### config.mk
export PLATFORM = sky130hd
export DESIGN_NAME = johnson_phase_decoder
export DESIGN_NICKNAME = d
export VERILOG_FILES = /design/src/rtl/johnson_phase_decoder.sv
export SDC_FILE = /design/constraint.sdc
export NUM_CORES = 1
export LEC_CHECK = 0
export ABC_AREA = 1
export CAP_MARGIN = 15
export CORE_MARGIN = 10
export CORE_UTILIZATION = 30
export CTS_BUF_LIST = sky130_fd_sc_hd__clkbuf_8 sky130_fd_sc_hd__clkbuf_16
export DETAILED_ROUTE_END_ITERATION = 12
export GPL_ROUTABILITY_DRIVEN = 0
export PLACE_DENSITY = 0.5
export SLEW_MARGIN = 0
export SYNTH_ARGS = -nofsm -noshare
export SYNTH_HDL_FRONTEND = slang
export SYNTH_SLANG_ARGS = --single-unit
### constraint.sdc
create_clock -name CLK -period 2.9 [get_ports CLK]
set_clock_uncertainty 0.15 [all_clocks]
set_input_delay 0.29 -clock CLK [delete_from_list [all_inputs] [get_ports CLK]]
set_output_delay 0.29 -clock CLK [all_outputs]
set_load 0.02 [all_outputs]
### src/rtl/johnson_phase_decoder.sv
// Decodes a 4-bit Johnson counter into a one-hot phase once the sequence has been
// seen advancing cleanly. Illegal or out-of-order codes are flagged as sticky errors.
module johnson_phase_decoder #(
    parameter int LOCK_CNT = 3
) (
    input  logic       CLK,
    input  logic       CLR,
    input  logic       EN,
    input  logic [3:0] jin,
    input  logic       clr_err,
    output logic [7:0] phase,
    output logic [2:0] phase_idx,
    output logic       locked,
    output logic       err_illegal,
    output logic       err_seq,
    output logic [7:0] cycle_cnt,
    output logic       wrap
);

    typedef enum logic [1:0] {UNLOCK, TRACK, LOCKED, FAULT} state_t;

    localparam logic [3:0] LOCK_RUN = 4'(LOCK_CNT);

    function automatic logic code_legal(input logic [3:0] c);
        case (c)
            4'b0000, 4'b1000, 4'b1100, 4'b1110,
            4'b1111, 4'b0111, 4'b0011, 4'b0001: code_legal = 1'b1;
            default:                            code_legal = 1'b0;
        endcase
    endfunction

    function automatic logic [2:0] code_idx(input logic [3:0] c);
        case (c)
            4'b1000: code_idx = 3'd1;
            4'b1100: code_idx = 3'd2;
            4'b1110: code_idx = 3'd3;
            4'b1111: code_idx = 3'd4;
            4'b0111: code_idx = 3'd5;
            4'b0011: code_idx = 3'd6;
            4'b0001: code_idx = 3'd7;
            default: code_idx = 3'd0;
        endcase
    endfunction

    function automatic logic [7:0] onehot(input logic [2:0] i);
        onehot = 8'b0000_0001 << i;
    endfunction

    state_t     state;
    logic [3:0] prev;
    logic       prev_vld;
    logic [3:0] run;

    logic       jin_legal;
    logic [2:0] jin_idx;
    logic [2:0] prev_idx;
    logic       is_hold;
    logic       is_succ;
    logic       cycle_done;

    assign jin_legal  = code_legal(jin);
    assign jin_idx    = code_idx(jin);
    assign prev_idx   = code_idx(prev);
    assign is_hold    = prev_vld && (jin == prev);
    assign is_succ    = prev_vld && jin_legal && code_legal(prev) &&
                        (jin_idx == 3'(prev_idx + 3'd1));
    // A completed Johnson cycle is the step from index 7 back to index 0.
    assign cycle_done = is_succ && (prev_idx == 3'd7);

    always_ff @(posedge CLK or negedge CLR) begin
        if (!CLR) begin
            state       <= UNLOCK;
            prev        <= 4'b0000;
            prev_vld    <= 1'b0;
            run         <= 4'd0;
            phase       <= 8'd0;
            phase_idx   <= 3'd0;
            locked      <= 1'b0;
            err_illegal <= 1'b0;
            err_seq     <= 1'b0;
            cycle_cnt   <= 8'd0;
            wrap        <= 1'b0;
        end else if (!EN) begin
            wrap <= 1'b0;
        end else begin
            prev     <= jin;
            prev_vld <= 1'b1;
            wrap     <= 1'b0;
            case (state)
                UNLOCK: begin
                    if (jin_legal) begin
                        state <= TRACK;
                        run   <= 4'd0;
                    end
                end
                TRACK: begin
                    if (is_succ) begin
                        if (4'(run + 4'd1) == LOCK_RUN) begin
                            state     <= LOCKED;
                            locked    <= 1'b1;
                            phase     <= onehot(jin_idx);
                            phase_idx <= jin_idx;
                        end
                        run <= 4'(run + 4'd1);
                    end else if (!is_hold) begin
                        state <= UNLOCK;
                        run   <= 4'd0;
                    end
                end
                LOCKED: begin
                    if (is_succ || is_hold) begin
                        phase     <= onehot(jin_idx);
                        phase_idx <= jin_idx;
                        if (cycle_done) begin
                            cycle_cnt <= 8'(cycle_cnt + 8'd1);
                            wrap      <= (cycle_cnt == 8'hFF);
                        end
                    end else begin
                        // A fresh fault here wins over any clr_err in the same cycle.
                        state     <= FAULT;
                        locked    <= 1'b0;
                        phase     <= 8'd0;
                        phase_idx <= 3'd0;
                        run       <= 4'd0;
                        if (!jin_legal) err_illegal <= 1'b1;
                        else            err_seq     <= 1'b1;
                    end
                end
                FAULT: begin
                    if (clr_err) begin
                        state       <= UNLOCK;
                        err_illegal <= 1'b0;
                        err_seq     <= 1'b0;
                        prev_vld    <= 1'b0;
                    end
                end
                default: state <= UNLOCK;
            endcase
        end
    end

endmodule

==> metrics <==
Mapped Nets=263; Pwr Total=1711 uW; RSZ-0062 raised after global routing=no; CP bufs+invs=2; Tightest Pin Transition=438.7 ps; main combinational cell family by area after synthesis=simple AND/OR/NAND/NOR gates; htree depth=2; dominant cell type by area after synthesis=dfrtp_1; setup violators final=0; post-synthesis compound-gate area fraction=9.937%; CP startpoint kind=flop; max_cap viols=0; min Tclk post-route=2573 ps; Critical Path AT=2590 ps; share of total power in the clock network=32.4%; top cell family by delay on the critical path=simple AND/OR/NAND/NOR gates; initial antenna violation count=0; ANT cells=0; Net Sw Frac=32.79%; Syn Inst Count=250; clk_lat worst skew=290 ps; PwrDens=686.8 nW/um2; Via density=4.666; Hold Violations, Final=0; Detail Route Antenna Nets=0; TritonRoute pass-1 iters=6; Post-Synth XOR/XNOR Area=3.987%; number of synthesized register bits=34; reg-to-reg slack, setup=330 ps; critical setup path kind=flop to flop; CTS root buf=clkbuf_8; outcome=complete, no violations; Post-CTS Setup Bufs=0; Initial Util=30.96%; grt ovf=0; proportion of synthesized area in mux cells=0%; synth warn=0; Mapped Area=1977 um2; DRC viols=0; CTS tree=yes; commonest non-fill, non-tap cell in the layout=nand2_1; Reg2Reg Launch Point=prev[0]; worst r2r dst=locked; Slew headroom=70.76%; cell leakage power=0.001167 uW; Most common cell on crit path=nand2_1; clk buf depth=2; Vias=1689; slowest CP cell=dfrtp_1; Synth Area per Inst=7.908 um2; Psw=561.0 uW; largest net degree at the start of global routing=35; Seq/Total Area, Yosys=43.04%; Num CTS Buffers=5; layout cells sized above 1=10.53%; hold crit path type=input pin to asynchronous set/reset pin; Wirelength per Cell=12.28 um; Setup crit end kind=flop; post-synthesis simple-gate area fraction=32.09%; Die Width=101.2 um; Initial DRC Count=117; Sequential Power Share=36.0%; VDD IR-drop max=0.0004389 V; Yosys top cell area share=43.04%; Synth Area in Adders=3.165%; Port Buf Inserts=30; core area=6386 um2; most frequent cells in the layout=nand2_1, dfrtp_1, clkdlybuf4s50_1; Post-Route Setup TNS=0 ps; combinational share of power=31.6%; row count=29; CTS Sinks=34; Final Util=39.01%; DP HPWL=3404 um; Max Fclk=388.7 MHz; dominant cells by area after synthesis=dfrtp_1, nand2_1, o21ai_0; crit-path max FO=16; r2r worst-path depth=15; internal power=1150 uW; slowest stage delay, CP=380 ps; final period utilization=88.72%; first-pass GRT wire length=7659 um; final WL=4445 um; vias in the first global route=1564; Cell Chain, Critical Path=inv_1, nand2_1, nand2_1, nand2_1, inv_1, ha_1, ha_1, nand3_1, nand3_1, nor2_4, nand4_1, nand2_1, nand2_2, o21ai_0, o21ai_1; Final Slew Violations=0; fin nets=297; Area growth syn-to-layout=26.01%; All-Layer GR Usage=9.147%; die height=101.2 um; Yosys cell types=32; Worst-path clk slew=70 ps; Req. time, crit path=2920 ps; I/O pin count=31; DIE AREA=10240 um2
-- per-stage QoR --
stage | hold slack, ps | std cells | cell area [um2] | worst slack [ps]
after floorplan | -155.6 | 250 | 1977 | 576.5
after global placement | 328.2 | 354 | 2346 | 162.4
after detailed placement | 327.1 | 354 | 2346 | 129.7
after CTS | 270.3 | 362 | 2489 | 153.5
after global routing | 297.1 | 362 | 2491 | 75.76
final | 253.5 | 362 | 2491 | 327.0
-- registers in the layout, indices dropped and copies added (netlist names), 3 cells and up, named ones only --
| name | cells |
|---|---|
| phase | 8 |
| run | 4 |
| phase_idx | 3 |
| prev | 4 |
| cycle_cnt | 8 |
-- worst max-delay path by stage --
stage	slack, ps	to	cells after the start	startpoint
finish	330	locked	15	prev[0]
global route	80	locked	15	prev[1]
CTS	150	locked	15	prev[0]
detailed placement	130	locked	12	jin[2]
global placement	160	locked	12	jin[3]
floorplan	580	cycle_cnt[6]	16	prev[0]
-- layout make-up --
| cell class | count | area, um2 |
|---|---|---|
| repair buffers | 32 | 315.3 |
| well taps | 77 | 96.34 |
| inverters | 29 | 111.4 |
| multi-input cells | 182 | 974.7 |
| clock inverters | 2 | 60.06 |
| fillers | 666 | 3895 |
| flip-flops and latches | 34 | 850.8 |
| clock buffers | 6 | 82.58 |
-- Yosys cell counts, drive strengths merged --
| master | number |
|---|---|
| a21oi | 6 |
| a31oi | 1 |
| buf | 4 |
| clkbuf | 1 |
| dfrtp | 34 |
| ha | 5 |
| inv | 29 |
| nand2 | 72 |
| nand3 | 26 |
| nand3b | 1 |
| nand4 | 7 |
| nor2 | 19 |
| nor3 | 2 |
| nor4 | 1 |
| o211ai | 1 |
| o21ai | 28 |
| o22ai | 2 |
| or2 | 2 |
| xnor2 | 6 |
| xor2 | 3 |
-- power groups by stage --
stage / Sequential (uW) / Clock, uW / Combinational (uW)
after floorplan: 710 / 0 / 231
after detailed placement: 626 / 0 / 545
final: 616 / 554 / 541
after global placement: 629 / 0 / 541
after global routing: 631 / 594 / 605
after CTS: 617 / 572 / 548
-- metal layers --
layer	share of wire [%]	GRT usage, %	vias up
met2	41	12.35	42
met3	6.6	2.859	7
li1	-	-	886
met4	1.8	4.180	0
met5	0	0	-
met1	51	12.87	754
-- cells by family (layout without fill, tap and decap cells) --
family,count (synthesis),after routing
buffers and inverters,34,69
adder cells (fa/ha/maj),5,5
flip-flops,34,34
AND/OR/NAND/NOR,130,130
XOR/XNOR,9,9
AO/OA/AOI/OAI,38,38
-- repair_timing --
item	CTS	global route
resized for setup	0	1
setup endpoints to repair	0	6
hold buffers	0	0
Note: power is estimated with default switching activity, not from simulation.
